[config.mk]
export PLATFORM = sky130hd
export DESIGN_NAME = blob_bbox_locator_flat
export DESIGN_NICKNAME = d
export VERILOG_FILES = /design/src/rtl/blob_bbox_locator_pkg.sv /design/src/rtl/blob_bbox_locator_if.sv /design/src/rtl/bbox_class_acc.sv /design/src/rtl/blob_bbox_locator.sv /design/src/flat_wrapper.sv
export SDC_FILE = /design/constraint.sdc
export NUM_CORES = 2
export LEC_CHECK = 0
export CAP_MARGIN = 30
export CORE_ASPECT_RATIO = 0.8
export CORE_MARGIN = 2
export CORE_UTILIZATION = 50
export CTS_CLUSTER_DIAMETER = 80
export CTS_CLUSTER_SIZE = 16
export DETAILED_ROUTE_END_ITERATION = 10
export PLACE_DENSITY_LB_ADDON = 0.08
export SYNTH_ARGS = -nofsm -noshare
export SYNTH_HDL_FRONTEND = slang
export SYNTH_SLANG_ARGS = --single-unit
[constraint.sdc]
create_clock -name clock -period 63.8 [get_ports clock]
set_input_delay 12.76 -clock clock [delete_from_list [all_inputs] [get_ports clock]]
set_output_delay 12.76 -clock clock [all_outputs]
set_load 0.03 [all_outputs]
[src/rtl/blob_bbox_locator_pkg.sv]
// Shared definitions for the blob bounding-box locator.
// Holds the FSM state encoding, the default coordinate width, the background
// label and the helpers that pack/unpack a {y, x} point into one word.
package blob_bbox_locator_pkg;

  localparam int unsigned CoordWDefault = 16;
  // Widest coordinate the pack/unpack helpers support; callers truncate.
  localparam int unsigned CoordMaxW     = 32;
  localparam int unsigned BgLabel       = 0;

  typedef enum logic [1:0] {
    StIdle   = 2'd0,
    StActive = 2'd1,
    StLatch  = 2'd2
  } state_e;

  typedef logic [2*CoordMaxW-1:0] pt_word_t;

  // Returns {y, x} with x in the low coord_w bits and y directly above it.
  function automatic pt_word_t pack_pt(input logic [CoordMaxW-1:0] y,
                                       input logic [CoordMaxW-1:0] x,
                                       input int unsigned          coord_w);
    pt_word_t w;
    w = (pt_word_t'(y) << coord_w) | pt_word_t'(x);
    return w;
  endfunction

  function automatic logic [CoordMaxW-1:0] unpack_x(input pt_word_t    w,
                                                   input int unsigned coord_w);
    pt_word_t m;
    m = (pt_word_t'(1) << coord_w) - pt_word_t'(1);
    return CoordMaxW'(w & m);
  endfunction

  function automatic logic [CoordMaxW-1:0] unpack_y(input pt_word_t    w,
                                                   input int unsigned coord_w);
    pt_word_t m;
    m = (pt_word_t'(1) << coord_w) - pt_word_t'(1);
    return CoordMaxW'((w >> coord_w) & m);
  endfunction

endpackage

[src/rtl/blob_bbox_locator_if.sv]
// Frame-control, pixel-stream and result bundle of the blob bounding-box locator.
// master: frame source / result reader (drives start, dims, threshold, pixels).
// slave:  the locator (drives busy, done and the published boxes).
interface blob_bbox_locator_if
  import blob_bbox_locator_pkg::*;
#(
  parameter int unsigned N_CLASSES = 3,
  parameter int unsigned LABEL_W   = 2,
  parameter int unsigned COORD_W   = CoordWDefault,
  parameter int unsigned CNT_W     = 24
);

  logic                           start;
  logic [COORD_W-1:0]             columns;
  logic [COORD_W-1:0]             rows;
  logic [CNT_W-1:0]               min_pixels;
  logic                           pix_valid;
  logic [LABEL_W-1:0]             pix_label;
  logic                           busy;
  logic                           done;
  logic [N_CLASSES*2*COORD_W-1:0] out_p1;
  logic [N_CLASSES*2*COORD_W-1:0] out_p2;
  logic [N_CLASSES*CNT_W-1:0]     out_count;
  logic [N_CLASSES-1:0]           out_found;

  modport master (
    output start, columns, rows, min_pixels, pix_valid, pix_label,
    input  busy, done, out_p1, out_p2, out_count, out_found
  );

  modport slave (
    input  start, columns, rows, min_pixels, pix_valid, pix_label,
    output busy, done, out_p1, out_p2, out_count, out_found
  );

endinterface

[src/rtl/bbox_class_acc.sv]
// Per-class accumulator: bounding box extremes and saturating pixel count.
// Ports: clock/reset; clear_i resets the box to empty (min all-ones, max 0,
// count 0) and wins over hit_i; hit_i folds (x_i, y_i) into the box.
// Outputs xmin_o/xmax_o/ymin_o/ymax_o/count_o are the live register values.
module bbox_class_acc #(
  parameter int unsigned COORD_W = 16,
  parameter int unsigned CNT_W   = 24
) (
  input  logic               clock,
  input  logic               reset,
  input  logic               clear_i,
  input  logic               hit_i,
  input  logic [COORD_W-1:0] x_i,
  input  logic [COORD_W-1:0] y_i,
  output logic [COORD_W-1:0] xmin_o,
  output logic [COORD_W-1:0] xmax_o,
  output logic [COORD_W-1:0] ymin_o,
  output logic [COORD_W-1:0] ymax_o,
  output logic [CNT_W-1:0]   count_o
);

  logic [COORD_W-1:0] xmin_q, xmin_d, xmax_q, xmax_d;
  logic [COORD_W-1:0] ymin_q, ymin_d, ymax_q, ymax_d;
  logic [CNT_W-1:0]   count_q, count_d;

  always_comb begin
    xmin_d  = xmin_q;
    xmax_d  = xmax_q;
    ymin_d  = ymin_q;
    ymax_d  = ymax_q;
    count_d = count_q;
    if (clear_i) begin
      xmin_d  = '1;
      ymin_d  = '1;
      xmax_d  = '0;
      ymax_d  = '0;
      count_d = '0;
    end else if (hit_i) begin
      if (x_i < xmin_q) xmin_d = x_i;
      if (x_i > xmax_q) xmax_d = x_i;
      if (y_i < ymin_q) ymin_d = y_i;
      if (y_i > ymax_q) ymax_d = y_i;
      if (count_q != '1) count_d = count_q + CNT_W'(1);
    end
  end

  always_ff @(posedge clock or posedge reset) begin
    if (reset) begin
      xmin_q  <= '1;
      ymin_q  <= '1;
      xmax_q  <= '0;
      ymax_q  <= '0;
      count_q <= '0;
    end else begin
      xmin_q  <= xmin_d;
      ymin_q  <= ymin_d;
      xmax_q  <= xmax_d;
      ymax_q  <= ymax_d;
      count_q <= count_d;
    end
  end

  assign xmin_o  = xmin_q;
  assign xmax_o  = xmax_q;
  assign ymin_o  = ymin_q;
  assign ymax_o  = ymax_q;
  assign count_o = count_q;

endmodule

[src/rtl/blob_bbox_locator.sv]
// Streaming per-class bounding-box locator.
// Consumes one labelled pixel per cycle in raster order, tracks per-class
// box and pixel count, and publishes all boxes with a single-cycle done.
// Ports: clock, reset (async, active high); bus (slave) carries start,
// columns, rows, min_pixels, pix_valid, pix_label in and busy, done,
// out_p1 {ymin,xmin}, out_p2 {ymax,xmax}, out_count, out_found out.
module blob_bbox_locator
  import blob_bbox_locator_pkg::*;
#(
  parameter int unsigned N_CLASSES = 3,
  parameter int unsigned LABEL_W   = 2,
  parameter int unsigned COORD_W   = CoordWDefault,
  parameter int unsigned CNT_W     = 24
) (
  input logic               clock,
  input logic               reset,
  blob_bbox_locator_if.slave bus
);

  localparam int unsigned PtW = 2 * COORD_W;

  state_e             state_q, state_d;
  logic [COORD_W-1:0] cols_q, cols_d, rows_q, rows_d;
  logic [COORD_W-1:0] x_q, x_d, y_q, y_d;
  logic [CNT_W-1:0]   minpix_q, minpix_d;
  logic               busy_q, busy_d, done_q, done_d;

  logic [N_CLASSES*PtW-1:0]   p1_q, p1_d, p2_q, p2_d;
  logic [N_CLASSES*CNT_W-1:0] cnt_q, cnt_d;
  logic [N_CLASSES-1:0]       found_q, found_d;

  logic                 load, acc_clear, pix_take;
  logic [N_CLASSES-1:0] hit;

  logic [COORD_W-1:0] xmin [N_CLASSES];
  logic [COORD_W-1:0] xmax [N_CLASSES];
  logic [COORD_W-1:0] ymin [N_CLASSES];
  logic [COORD_W-1:0] ymax [N_CLASSES];
  logic [CNT_W-1:0]   count [N_CLASSES];

  // FSM and raster counters. A start with a valid geometry always (re)loads,
  // so a start during ACTIVE drops the current pixel and aborts that frame.
  always_comb begin
    state_d   = state_q;
    cols_d    = cols_q;
    rows_d    = rows_q;
    minpix_d  = minpix_q;
    x_d       = x_q;
    y_d       = y_q;
    load      = 1'b0;
    pix_take  = 1'b0;
    unique case (state_q)
      StIdle: begin
        if (bus.start && bus.columns != '0 && bus.rows != '0) begin
          load    = 1'b1;
          state_d = StActive;
        end
      end
      StActive: begin
        if (bus.start && bus.columns != '0 && bus.rows != '0) begin
          load = 1'b1;
        end else if (bus.pix_valid) begin
          pix_take = 1'b1;
          if (x_q == cols_q - COORD_W'(1)) begin
            x_d = '0;
            if (y_q == rows_q - COORD_W'(1)) state_d = StLatch;
            else                             y_d     = y_q + COORD_W'(1);
          end else begin
            x_d = x_q + COORD_W'(1);
          end
        end
      end
      StLatch: state_d = StIdle;
      default: state_d = StIdle;
    endcase
    if (load) begin
      cols_d   = bus.columns;
      rows_d   = bus.rows;
      minpix_d = bus.min_pixels;
      x_d      = '0;
      y_d      = '0;
    end
    acc_clear = load;
    // Busy stays up through the done cycle.
    busy_d = (state_d != StIdle) || (state_q == StLatch);
  end

  always_comb begin
    hit = '0;
    for (int c = 0; c < N_CLASSES; c++) begin
      hit[c] = pix_take && (bus.pix_label != LABEL_W'(BgLabel)) &&
               (bus.pix_label == LABEL_W'(c + 1));
    end
  end

  for (genvar c = 0; c < N_CLASSES; c++) begin : g_cls
    bbox_class_acc #(
      .COORD_W (COORD_W),
      .CNT_W   (CNT_W)
    ) u_acc (
      .clock   (clock),
      .reset   (reset),
      .clear_i (acc_clear),
      .hit_i   (hit[c]),
      .x_i     (x_q),
      .y_i     (y_q),
      .xmin_o  (xmin[c]),
      .xmax_o  (xmax[c]),
      .ymin_o  (ymin[c]),
      .ymax_o  (ymax[c]),
      .count_o (count[c])
    );
  end

  // Result publication: accumulators are final once LATCH is reached.
  always_comb begin
    p1_d    = p1_q;
    p2_d    = p2_q;
    cnt_d   = cnt_q;
    found_d = found_q;
    done_d  = 1'b0;
    if (state_q == StLatch) begin
      done_d = 1'b1;
      for (int c = 0; c < N_CLASSES; c++) begin
        if (count[c] != '0) begin
          p1_d[c*PtW +: PtW] = PtW'(pack_pt(CoordMaxW'(ymin[c]), CoordMaxW'(xmin[c]), COORD_W));
          p2_d[c*PtW +: PtW] = PtW'(pack_pt(CoordMaxW'(ymax[c]), CoordMaxW'(xmax[c]), COORD_W));
        end else begin
          p1_d[c*PtW +: PtW] = '0;
          p2_d[c*PtW +: PtW] = '0;
        end
        cnt_d[c*CNT_W +: CNT_W] = count[c];
        found_d[c] = (count[c] != '0) && (count[c] >= minpix_q);
      end
    end
  end

  always_ff @(posedge clock or posedge reset) begin
    if (reset) begin
      state_q  <= StIdle;
      cols_q   <= '0;
      rows_q   <= '0;
      minpix_q <= '0;
      x_q      <= '0;
      y_q      <= '0;
      busy_q   <= 1'b0;
      done_q   <= 1'b0;
      p1_q     <= '0;
      p2_q     <= '0;
      cnt_q    <= '0;
      found_q  <= '0;
    end else begin
      state_q  <= state_d;
      cols_q   <= cols_d;
      rows_q   <= rows_d;
      minpix_q <= minpix_d;
      x_q      <= x_d;
      y_q      <= y_d;
      busy_q   <= busy_d;
      done_q   <= done_d;
      p1_q     <= p1_d;
      p2_q     <= p2_d;
      cnt_q    <= cnt_d;
      found_q  <= found_d;
    end
  end

  assign bus.busy      = busy_q;
  assign bus.done      = done_q;
  assign bus.out_p1    = p1_q;
  assign bus.out_p2    = p2_q;
  assign bus.out_count = cnt_q;
  assign bus.out_found = found_q;

endmodule

[src/flat_wrapper.sv]
// flat-port wrapper written by rule: the top's interface ports become plain ports
module blob_bbox_locator_flat import blob_bbox_locator_pkg::*;
#(
  parameter int unsigned N_CLASSES = 3,
  parameter int unsigned LABEL_W   = 2,
  parameter int unsigned COORD_W   = CoordWDefault,
  parameter int unsigned CNT_W     = 24
)
  (clock, reset, bus_start, bus_columns, bus_rows, bus_min_pixels, bus_pix_valid, bus_pix_label, bus_busy, bus_done, bus_out_p1, bus_out_p2, bus_out_count, bus_out_found);
  blob_bbox_locator_if #(.N_CLASSES(N_CLASSES), .LABEL_W(LABEL_W), .COORD_W(COORD_W), .CNT_W(CNT_W)) bus_i ();
  input logic clock;
  input logic reset;
  input wire logic [$bits(bus_i.start)-1:0] bus_start;
  input wire logic [$bits(bus_i.columns)-1:0] bus_columns;
  input wire logic [$bits(bus_i.rows)-1:0] bus_rows;
  input wire logic [$bits(bus_i.min_pixels)-1:0] bus_min_pixels;
  input wire logic [$bits(bus_i.pix_valid)-1:0] bus_pix_valid;
  input wire logic [$bits(bus_i.pix_label)-1:0] bus_pix_label;
  output wire logic [$bits(bus_i.busy)-1:0] bus_busy;
  output wire logic [$bits(bus_i.done)-1:0] bus_done;
  output wire logic [$bits(bus_i.out_p1)-1:0] bus_out_p1;
  output wire logic [$bits(bus_i.out_p2)-1:0] bus_out_p2;
  output wire logic [$bits(bus_i.out_count)-1:0] bus_out_count;
  output wire logic [$bits(bus_i.out_found)-1:0] bus_out_found;
  assign bus_i.start = bus_start;
  assign bus_i.columns = bus_columns;
  assign bus_i.rows = bus_rows;
  assign bus_i.min_pixels = bus_min_pixels;
  assign bus_i.pix_valid = bus_pix_valid;
  assign bus_i.pix_label = bus_pix_label;
  assign bus_busy = bus_i.busy;
  assign bus_done = bus_i.done;
  assign bus_out_p1 = bus_i.out_p1;
  assign bus_out_p2 = bus_i.out_p2;
  assign bus_out_count = bus_i.out_count;
  assign bus_out_found = bus_i.out_found;
  blob_bbox_locator #(.N_CLASSES(N_CLASSES), .LABEL_W(LABEL_W), .COORD_W(COORD_W), .CNT_W(CNT_W)) u_core (.clock(clock), .reset(reset), .bus(bus_i));
endmodule
==> impl_metrics.yaml <==
layout:
  nets: 4125
  diodes: 0
  n_fill_cell: 5712
  area_growth_pct: 16.3
  drive_above_1_share_pct: 5.74
  fin_util_pct: 58.9
global_routing:
  grt_pass1_vias: 26368
  grt_antenna_before_repair: 3
  grt_max_degree: 180
  grt-ovfl-total: 0
  grt.total_usage_pct: 28.2
  grt_pass1_wl_mm: 153
worst_setup_path:
  path_cells: "clkdlybuf4s50_1, and3_1, nand3_1, a21oi_1, o2111a_1, nand4_1, xor2_1, nor2_1"
  setup.worst_path.start: "bus_pix_valid"
  r2r_start: "u_core.cols_q[0]$_DFFE_PP0P_"
  setup.worst_path.end_class: "flip-flop"
  setup.worst_path.start_class: "input port"
  slowest_stage: "a21oi_1"
  critical_path.max_fanout: 18
  max_stage_delay_ps: 990
  arrival_ps: 16320
  worstSetupPathType: "input port to flip-flop"
  crit_required_ps: 64270
sta:
  rsz0062_at_grt: "no"
  max_clock_freq_mhz: 63.1
  hold_slack_ps: 477
  hold_viol_final: 0
  fin_tns_setup_ps: 0
  slew_viol_final: 0
  setup_violations: 0
  skew_ps: 33.8
  fin_ws_ps: 47950
  period_minus_slack_ps: 15850
  layout_worst_path_cycle_share_pct: 24.8
  worstMarginPinSlew_ps: 1160
  max_slew_margin_pct: 22.9
route:
  wl_per_cell_um: 20.9
  drt_iter0_drc: 2500
  viasPerCell: 5.81
  drc_errors: 0
  finalWirelength_mm: 98.1
  vias: 27242
  drt_first_pass_iters: 5
  detail-route-antenna-nets: 0
synth:
  syn_area_per_cell_um2: 9.32
  synth_edf_count: 0
  yosysWarnings: 0
  synth_fp_nets: 3910
  synthCells: 3580
  syn_area_um2: 33400
  async_flop_share_pct: 100
  ys.flop_type: "dfrtp_1"
  ys_ff_latch: 623
  synth_cell_types: 74
  seq_area_frac_synth_pct: 47.1
clock_network:
  cts.sink_count: 623
  cts_root_buf: "clkbuf_16"
  cts_resized: 0
  postCtsSetupBuffers: 0
  clkSlewWorstSetupHoldPaths_ps: 70
  cts_tree: "built"
  ctsHoldBuffers: 0
  clockBufferDepth: 3
  clkLatencyLatePin_ps: 630
  cts_made_buffers: 45
  h-tree-depth: 2
power:
  leakagePower_nw: 18.7
  irDropWorstVdd_uv: 17.2
  pwr_density_cell_nw_per_um2: 19.4
worst_hold_path:
  hold_start: "u_core.bus.out_count[64]$_DFFE_PP0P_"
  hold_path_class: "flip-flop to flip-flop"
floorplan:
  start_util_pct: 50.6
  dieArea_um2: 68800
  die_height_um: 235
  coreArea_um2: 65900
  die_w_um: 293
  ios: 331
  fp-row-count: 84
place:
  dp_hpwl_mm: 69.4
  dp_slack_ps: 47050
  portBuffers: 330
  routabilityCongestion: 0.903
job:
  max-cap-violations: 0
outcome:
  status: "completed"
[worst max-delay path, delay by kind of cell]
family                    cells  cell delay (ps)
xor gates and xnor gates      1              160
buffers and inverters         1              510
AOI/OAI and AO/OA             2             1470
and+or+nand+nor               4             1410
[path summary, 6_finish.rpt]
path	end	slack, ps	cells past startpoint
worst max-delay path	u_core.g_cls[2].u_acc.count_o[17]$_DFFE_PP0P_	47950	8
worst min-delay path	u_core.bus.out_count[64]$_DFFE_PP0P_	480	2
worst max register to register	u_core.y_q[13]$_DFFE_PP0P_	59640	11
worst min register to register	u_core.bus.out_count[64]$_DFFE_PP0P_	480	2
max in group asynchronous	u_core.minpix_q[0]$_DFFE_PP0P_	48150	6
min in group asynchronous	u_core.bus.out_p1[95]$_DFFE_PP0P_	12690	2
[registers in the layout, indices dropped and copies added, names as in the netlist, 2 cells and up]
register	flops
u_core.bus.out_found	3
u_core.g_cls.u_acc.xmin_o	48
u_core.minpix_q	24
u_core.y_q	16
u_core.g_cls.u_acc.ymin_o	48
u_core.g_cls.u_acc.ymax_o	48
u_core.x_q	16
u_core.bus.out_count	72
u_core.cols_q	16
u_core.bus.out_p2	96
u_core.rows_q	16
u_core.bus.out_p1	96
u_core.g_cls.u_acc.xmax_o	48
u_core.g_cls.u_acc.count_o	72
u_core.state_q	2
[report_power, final]
group | internal (W) | switching [W]
clock network | 0.000136 | 0.000147
registers | 0.000404 | 0.00000666
logic | 0.0000189 | 0.0000408
total | 0.000559 | 0.000195
[routing by layer]
layer	track usage [%]	routed length (um)	vias to the layer above	part of all wire (%)
met5	0	31	-	0.032
met4	8.56	2870	6	2.9
met3	4.21	6060	164	6.2
met2	44.3	44700	823	46
met1	40.3	44500	13475	45
li1	-	-	12774	-
[cell usage after synthesis, types with 7 or more instances]
cell	n	area, um^2
nand3b_1	13	97.6
ha_1	268	3350
nor2_1	234	878
o31ai_1	186	1400
nand3_1	130	651
nand4_1	59	369
and4_1	20	175
o21a_1	13	97.6
a21o_1	79	593
nor2b_1	21	131
nor4_1	31	194
dfrtp_1	527	13200
nand2_1	677	2540
o2111ai_1	7	61.3
clkbuf_1	184	691
o211ai_1	10	75.1
mux2i_1	150	1500
buf_1	16	60.1
dfstp_2	96	2520
nand2b_1	25	156
or4_1	9	67.6
a21oi_1	126	631
nor3_1	46	230
xnor2_1	51	447
or3_1	21	131
o21ai_1	12	60.1
xor2_1	44	385
o21ai_0	167	836
and3_1	24	150
inv_1	247	927
[logic make-up (layout without fill, tap and decap cells)]
kind of cell	Yosys count	after routing	synth area share [%]
and+or+nand+nor	1341	1341	18.2
adders and majority gates	269	269	10.1
xor gates and xnor gates	95	95	2.49
buffers and inverters	457	709	5.20
DFF	623	623	47.1
muxes	150	150	4.50
AOI/OAI and AO/OA	645	645	12.5
[layout make-up]
type / instances / area, um^2 / area share [%]
Clock buffer: 80 / 1270 / 3.27
Clock inverter: 4 / 57.6 / 0.148
Inverter: 248 / 938 / 2.42
Multi-Input combinational cell: 2500 / 16000 / 41.2
Sequential cell: 623 / 15700 / 40.5
Tap cell: 860 / 1080 / 2.77
Timing Repair Buffer: 377 / 3780 / 9.74
[per-stage QoR]
stage / power [W] / instances / area [um^2]
5_1_grt: 0.000782 / 4692 / 38800
2_1_floorplan: 0.000454 / 3580 / 33400
3_3_place_gp: 0.000474 / 4595 / 37300
3_5_place_dp: 0.000477 / 4603 / 37400
4_1_cts: 0.000759 / 4687 / 38700
6_report: 0.000753 / 4692 / 38800
[cells in the final DEF, fill, tap and decap left out, types with 9 or more instances in the layout]
master	count
o211ai_1	10
nand4_1	59
a21oi_1	126
nand2b_1	24
a21o_1	79
or3_1	21
clkbuf_1	34
o21ai_0	167
nor2b_1	21
nor2_1	231
o31ai_1	185
inv_1	245
dfrtp_1	527
o21ai_1	10
mux2i_1	150
dfstp_2	96
clkdlybuf4s50_1	330
or4_1	9
ha_1	268
nor3_1	46
nor4_1	31
nand3_1	130
nand3b_1	13
buf_4	37
xnor2_1	51
and4_1	19
xor2_1	44
nand2_1	677
clkbuf_16	45
and3_1	24
o21a_1	13
(Power assumes the default switching activity.)
